$ cat config.mk
export PLATFORM = sky130hd
export DESIGN_NAME = nibble_and_sched
export DESIGN_NICKNAME = d
export VERILOG_FILES = /design/src/rtl/nibble_and_sched_pkg.sv /design/src/rtl/nibble_and_lane.sv /design/src/rtl/nibble_and_sched.sv
export SDC_FILE = /design/constraint.sdc
export NUM_CORES = 1
export LEC_CHECK = 0
export BUFFER_PORTS_ARGS = -buffer_cell sky130_fd_sc_hd__buf_2
export CORE_AREA = 4 4 163 165
export DETAILED_ROUTE_END_ITERATION = 10
export DIE_AREA = 0 0 167 169
export MAX_ROUTING_LAYER = met4
export PLACE_DENSITY = 0.75
export SETUP_SLACK_MARGIN = 0.15
export SYNTH_ARGS = -nofsm -noshare
export SYNTH_HDL_FRONTEND = slang
export SYNTH_SLANG_ARGS = --single-unit
$ cat constraint.sdc
create_clock -name clk -period 2.88 [get_ports clk]
set_input_delay 0.144 -clock clk [delete_from_list [all_inputs] [get_ports clk]]
set_output_delay 0.144 -clock clk [all_outputs]
set_load 0.03 [all_outputs]
$ cat src/rtl/nibble_and_sched_pkg.sv
// Shared types and constants for nibble_and_sched.
// Lane count is set by NIBBLE_AND_SCHED_DUAL_LANE_EN (defined: 2 lanes, undefined: 1 lane).
package nibble_and_sched_pkg;

    typedef enum logic [1:0] {
        IDLE = 2'd0,
        RUN  = 2'd1,
        DONE = 2'd2
    } state_t;

    localparam int unsigned NIB_W = 4;

`ifdef NIBBLE_AND_SCHED_DUAL_LANE_EN
    localparam int unsigned LANES = 2;
`else
    localparam int unsigned LANES = 1;
`endif

endpackage

$ cat src/rtl/nibble_and_lane.sv
// Shared 4-bit AND lane: one result nibble per use.
module nibble_and_lane
    import nibble_and_sched_pkg::*;
(
    input  logic [NIB_W-1:0] a,
    input  logic [NIB_W-1:0] b,
    output logic [NIB_W-1:0] o
);

    assign o = a & b;

endmodule

$ cat src/rtl/nibble_and_sched.sv
// Time-multiplexed nibble AND: result nibble k = op nibble k & op nibble (k+1) mod N,
// computed LANES nibbles per cycle by shared nibble_and_lane instances.
module nibble_and_sched
    import nibble_and_sched_pkg::*;
#(
    parameter int unsigned WIDTH = 128
) (
    input  logic             clk,
    input  logic             rst,
    input  logic             in_valid,
    output logic             in_ready,
    input  logic [WIDTH-1:0] in_data,
    output logic             out_valid,
    input  logic             out_ready,
    output logic [WIDTH-1:0] out_data,
    output logic             busy
);

    localparam int unsigned N     = WIDTH / NIB_W;
    localparam int unsigned IDX_W = (N > 1) ? $clog2(N) : 1;
    // Nibble index shifted by 2 addresses bits; clog2(4N) == clog2(N) + 2.
    localparam int unsigned BIT_W = IDX_W + 2;

    localparam logic [IDX_W-1:0] MAX_IDX  = IDX_W'(N - 1);
    localparam logic [IDX_W-1:0] LAST_IDX = IDX_W'(N - LANES);
    localparam logic [IDX_W-1:0] IDX_STEP = IDX_W'(LANES);

    state_t           r_state;
    state_t           w_state_nxt;
    logic [IDX_W-1:0] r_idx;
    logic [IDX_W-1:0] w_idx_nxt;
    logic [WIDTH-1:0] r_op;
    logic [WIDTH-1:0] w_op_nxt;
    logic [WIDTH-1:0] r_res;
    logic [WIDTH-1:0] w_res_nxt;

    logic [IDX_W-1:0] w_pos    [LANES];
    logic [IDX_W-1:0] w_pos_nx [LANES];
    logic [BIT_W-1:0] w_bit    [LANES];
    logic [BIT_W-1:0] w_bit_nx [LANES];
    logic [NIB_W-1:0] w_lane_a [LANES];
    logic [NIB_W-1:0] w_lane_b [LANES];
    logic [NIB_W-1:0] w_lane_o [LANES];

    // Operand selection for each lane; the last nibble pairs with nibble 0.
    always_comb begin
        for (int l = 0; l < LANES; l++) begin
            w_pos[l]    = r_idx + IDX_W'(l);
            w_pos_nx[l] = (w_pos[l] == MAX_IDX) ? '0 : w_pos[l] + IDX_W'(1);
            w_bit[l]    = {w_pos[l], 2'b00};
            w_bit_nx[l] = {w_pos_nx[l], 2'b00};
            w_lane_a[l] = r_op[w_bit[l] +: NIB_W];
            w_lane_b[l] = r_op[w_bit_nx[l] +: NIB_W];
        end
    end

    for (genvar g = 0; g < LANES; g++) begin : g_lane
        nibble_and_lane u_lane (
            .a (w_lane_a[g]),
            .b (w_lane_b[g]),
            .o (w_lane_o[g])
        );
    end

    always_comb begin
        w_state_nxt = r_state;
        w_idx_nxt   = r_idx;
        w_op_nxt    = r_op;
        w_res_nxt   = r_res;
        unique case (r_state)
            IDLE: begin
                if (in_valid) begin
                    w_op_nxt    = in_data;
                    w_res_nxt   = '0;
                    w_idx_nxt   = '0;
                    w_state_nxt = RUN;
                end
            end
            RUN: begin
                for (int l = 0; l < LANES; l++) begin
                    w_res_nxt[w_bit[l] +: NIB_W] = w_lane_o[l];
                end
                // Index parks on the last position; it never wraps past N-1.
                if (r_idx == LAST_IDX) begin
                    w_state_nxt = DONE;
                end else begin
                    w_idx_nxt = r_idx + IDX_STEP;
                end
            end
            DONE: begin
                if (out_ready) begin
                    w_state_nxt = IDLE;
                end
            end
            default: begin
                w_state_nxt = IDLE;
            end
        endcase
    end

    always_ff @(posedge clk) begin
        if (rst) begin
            r_state <= IDLE;
            r_idx   <= '0;
            r_op    <= '0;
            r_res   <= '0;
        end else begin
            r_state <= w_state_nxt;
            r_idx   <= w_idx_nxt;
            r_op    <= w_op_nxt;
            r_res   <= w_res_nxt;
        end
    end

    assign in_ready  = (r_state == IDLE);
    assign out_valid = (r_state == DONE);
    assign busy      = (r_state == RUN) || (r_state == DONE);
    assign out_data  = r_res;

endmodule
# Yosys cells after proc, flatten, opt, wreduce, memory -nomap -nowiden
# Index checks and enable logic that the tools add are counted.
# word_totals
in_bits,132
output_inout_bits,131
elab_cells,36
regBits,263
# classes
bitwise_logic,1
reduce_logical,7
n_mux,11
add_sub_neg,2
shifts,4
eq_ne,7
# ops
cell,n
$pmux W128 S2,1
$shiftx A128 B8 Y4,2
$bwmux W128,1
$mux W128,1
$shift A4 B9 Y128 const A,1
$shiftx A4 B9 Y128,1
$mux W5,3
$pmux W5 S2,1
$neg A7 Y9,1
$mux W2,3
$ne A2 B2 Y1 const B,3
$pmux W2 S3,1
$reduce_and A3 Y1,2
$add A5 B1 Y5 const B,1
$eq A5 B5 Y1 const B,1
$and A4 B4 Y4,1
$reduce_and A2 Y1,2
$eq A2 B1 Y1 const B,1
$eq A2 B2 Y1 const B,1
$logic_not A2 Y1,1
$ne A2 B1 Y1 const B,1
$reduce_bool A2 Y1,1
$logic_or A1 B1 Y1,1

# Depth between registers and ports, before layout
# logic_depth
word_depth,7
depth_mapped,17
depth_no_buf,9

# By module
# Synthesis repeated with hierarchy kept, for this count alone.
# hier_totals
cells_unflattened,1298
area_unflattened_um2,11848.9
# by_module_without_submodules
mod,instances,cells_per_inst,seq_area_each_um2,area_each_um2
nibble_and_sched,1,1294,5265.0,11823.8
nibble_and_lane,1,4,0.0,25.0

# Worst setup path before layout
# OpenSTA, ideal clock, no wires.
# synth_path
path_type,register to register
from,reg r_idx[0]
to,reg r_res[107] (netlist: out_data[107])
setup_slack_ns,-0.280
n_path_buf,6
path_stages_with_launch,15
t_arrival_ns,3.042
synth_period_minus_slack_ns,3.160
required_ns,2.763
setup_time_ns,0.117
cell_sequence,dfxtp_1 -> buf_4 -> buf_4 -> inv_2 -> buf_4 -> ha_1 -> buf_2 -> buf_2 -> mux2_2 -> o211ai_1 -> nand3_1 -> a32oi_1 -> a31oi_1 -> buf_2 -> a32o_1
# synth_between
elab_chain_len,7
word_cells_on_any_way,11
cone_classes,add/sub (2); eq/ne (1); shift (4); mux (3); bitwise (1)
# synth_rtl
item,line_no,rtl
"start, declared",nibble_and_sched.sv:30,logic [IDX_W-1:0] r_idx;
"start signal, assigned",nibble_and_sched.sv:109,r_idx <= w_idx_nxt;
$add A5 B1 Y5 or $eq A5 B5 Y1 (tied branches),nibble_and_sched.sv:49,w_pos_nx[l] = (w_pos[l] == MAX_IDX) ? '0 : w_pos[l] + IDX_W'(1);
$mux W5,nibble_and_sched.sv:49,
$shiftx A128 B8 Y4,nibble_and_sched.sv:53,w_lane_b[l] = r_op[w_bit_nx[l] +: NIB_W];
$and A4 B4 Y4,nibble_and_lane.sv:10,assign o = a & b;
$shiftx A4 B9 Y128,nibble_and_sched.sv:81,w_res_nxt[w_bit[l] +: NIB_W] = w_lane_o[l];
$bwmux W128 *,nibble_and_sched.sv:81,
$pmux W128 S2 *,nibble_and_sched.sv:70,unique case (r_state)
"end signal, assigned",nibble_and_sched.sv:111,r_res <= w_res_nxt;
"end, declared",nibble_and_sched.sv:34,logic [WIDTH-1:0] r_res;
# Every way passes the cells marked *; elsewhere a longest branch is shown, timed or not.
# A chain may end at the register's enable or synchronous reset.

# Worst setup path after layout
# layout_path
from,reg r_idx[1]
to,reg r_res[20] (netlist: out_data[20])
# Same word-level chain as after synthesis.

==> reports/qor.csv <==
metric,value,unit
outcome,completed,
r2r_end,out_data[20],
die-area,0.02822,mm^2
antenna_found_initial,3,
routedWlPerCell,21.33,um
cp_num_buf_inv,6,
clock-sinks,263,
total_power,9259,uW
critPathRequiredTime,3370,ps
cts_buffers,26,
nets,1930,
fin_crit_sh,0.9689,
synth_edf_count,0,
drt-vias-per-instance,5.995,
synth_cell_type_count,71,
grt_use_total,0.3086,
nFillCells,1865,
clk_path_buf_depth,3,
grt_pass1_wl,68370,um
synth_nets,1525,
synthCells,1384,
r2r_cells,13,
post-dp-hpwl,28930,um
critPathCapture,out_data[20],
htree_levels,1,
synth.area.top_cells,"dfxtp_1, nand2_1, mux4_2",
drt-pass1-iter-count,7,
crit_family,compound AO/OA/AOI/OAI gates,
setup_viol,0,
timing.hold.ws,12.78,ps
wl,45700,um
place_inst,1929,
crit_type,register to register,
fin_skew,11.19,ps
powerDensity,546.3,mW/mm^2
rsz0062_at_grt,yes,
grt_start_max_net_pins,129,
die_w,167,um
critical_path_arrival,3280,ps
leakagePower,0.006889,uW
critPathLaunch,r_idx[1],
max_freq,0.3584,GHz
routabilityCongestion,0.9388,
worst_pin_slew,786.7,ps
ys_ff_latch,263,
utilization,0.6769,
crit_chain,"inv_2, ha_4, buf_4, buf_8, nor2b_2, a211oi_1, o311a_1, a311o_1, a211oi_4, buf_6, buf_12, clkbuf_16, a22o_1",
avgSynthCellArea,8.764,um^2
slowest_delay,380,ps
critPathMaxFanout,12,
grt_overflow,0,
clkTransAtPathRegs,70,ps
ir_drop,0.4696,mV
seq_area_frac_synth,0.4341,
hp-class,input port to register,
post-synth-top-area-fraction,0.4341,
drc_errors,0,
drive_gt1_frac,0.2815,
fin_crit,2791,ps
final-hold-violation-count,0,
final_cell_area,0.01695,mm^2
grt_pass1_vias,12450,
num_io_pins,263,
fin_cells,2142,
insertion_delay,540,ps
critical_path_depth,13,
synth_top_flop_cell,dfxtp_1,
crit-reg2reg-launch,r_idx[1],
routed-via-count,12840,
io_buffers,262,
worst_slew_margin_rel,0.4700,
reg2reg_slack,90,ps
initial_utilization,0.4845,
place_area,0.01395,mm^2
cts_tree,yes,
async_reset_ff_frac,0,
row_count,58,
syn_area,0.01213,mm^2
drtIter0Drc,1333,
ys_warn_count,0,
synth_top_area_cell,dfxtp_1,
drv_slew,0,
die_y,169,um
cts-root-buf,clkbuf_16,
cp-end-kind,register,
area_growth,39.72,%
drv_cap,0,
start_kind,register,
coreArea,0.02504,mm^2
antenna_left,0,
slowest_stage,dfxtp_4,
layer usage:
layer  up-vias  global-route usage  wire length (um)
met5         -                   -                 0
met4         0              0.1266              1925
met3       143             0.04554              3736
met2       745              0.5380             22970
met1      6154              0.3583             17070
li1       5800                   -                 -
final cells by class:
type	instances	area (um^2)	area share
Multi-Input combinational cell	1003	6610	0.3901
Sequential cell	263	5273	0.3111
Clock buffer	36	738.2	0.04356
Timing Repair Buffer	483	3696	0.2181
Antenna cell	4	10.01	0.0005907
Tap cell	330	412.9	0.02436
Clock inverter	11	153.9	0.009082
Inverter	12	52.55	0.003101
tightest hold or removal path, delay by kind of cell:
family                 cells  cell delay, ps
AO/OA/AOI/OAI              2             170
buffers and inverters      2             180
cells in the final DEF, fill, tap and decap left out, drive strengths merged, types with 3 or more instances in the layout:
cell / n
buf: 346
nand2: 326
dfxtp: 263
a21oi: 176
dlygate4sd3: 129
o21ai: 84
nor2: 67
a22o: 52
clkbuf: 42
mux4: 40
mux2i: 30
o2bb2ai: 28
a32o: 15
inv: 13
mux2: 12
nor3: 11
and3: 11
nand3: 10
nand2b: 10
nor2b: 10
ha: 9
nor3b: 8
o2111ai: 8
a22oi: 8
a2bb2o: 8
or3: 7
o22ai: 6
o221ai: 6
clkinv: 5
diode: 4
nand3b: 4
a21o: 4
a32oi: 4
a211oi: 4
or2: 4
bufinv: 3
and2: 3
a311oi: 3
cell families (layout without fill, tap and decap cells):
logic type / after synthesis / in the layout / share of synthesized area
other: 0 / 4 / 0
flip-flops: 263 / 263 / 0.4341
adder cells (fa/ha/maj): 9 / 9 / 0.009284
buffers and inverters: 118 / 542 / 0.04477
AND/OR/NAND/NOR: 478 / 478 / 0.1663
XOR/XNOR: 4 / 4 / 0.003508
AO/OA/AOI/OAI: 430 / 430 / 0.2319
multiplexers: 82 / 82 / 0.1102
where the power goes:
group,internal [uW],leakage [uW],switching (uW)
sequential,3790,0.00214,152
clock,2070,0.000432,1460
combinational,787,0.00432,1000
total,6640,0.00689,2620
registers in the layout, summed over array words and instances (netlist names):
| name | flops |
|---|---|
| r_op | 128 |
| r_state | 2 |
| r_idx | 5 |
| out_data | 128 |
through the flow:
step	setup TNS [ps]	setup WS (ps)
2_1_floorplan	0	107.3
3_3_place_gp	-275.0	-38.02
3_5_place_dp	-1015	-67.21
4_1_cts	0	87.22
5_1_grt	0	16.86
6_report	0	89.50
repair_timing:
action / CTS / global route
endpoints found under the hold margin: 135 / 0
cloned: 5 / 6
setup buffers: 11 / 11
setup endpoints to repair: 126 / 128
gates resized for setup: 26 / 54
pin swaps: 3 / 39
hold buffers: 129 / 0
cell usage after synthesis (3+ instances only):
master     number
nor3_1         10
a211oi_1        3
a21oi_1       176
clkbuf_1       54
o22ai_1         6
nand3_1        10
mux2i_1        30
or3_1           7
inv_1          11
ha_1            9
a32oi_1         4
o221ai_1        6
a22oi_1         8
nor2b_1        10
mux2_2         12
a311oi_1        3
nand2b_1       10
or2_2           3
and2_1          3
o21ai_1         4
o21ai_0        78
buf_1          13
dfxtp_1       263
and3_1         11
a2bb2o_1        6
a21o_1          4
o2111ai_1       8
mux4_2         40
nand3b_1        4
buf_4           8
nor3b_1         8
a22o_1         52
nor2_1         65
o2bb2ai_1      28
nand2_1       326
buf_6           5
buf_2          26
a32o_1         15
worst min-delay path by stage:
stage | start | to | slack, ps | cells after the start
5_1_grt | out_ready | r_state[1] | 40 | 4
2_1_floorplan | in_data[27] | r_op[27] | 280 | 2
3_3_place_gp | in_data[1] | r_op[1] | 390 | 3
3_5_place_dp | in_data[76] | r_op[76] | 390 | 3
6_report | out_ready | r_state[1] | 10 | 4
4_1_cts | out_ready | r_state[1] | 0.08 | 4
Note: power is estimated with default switching activity, not from simulation.
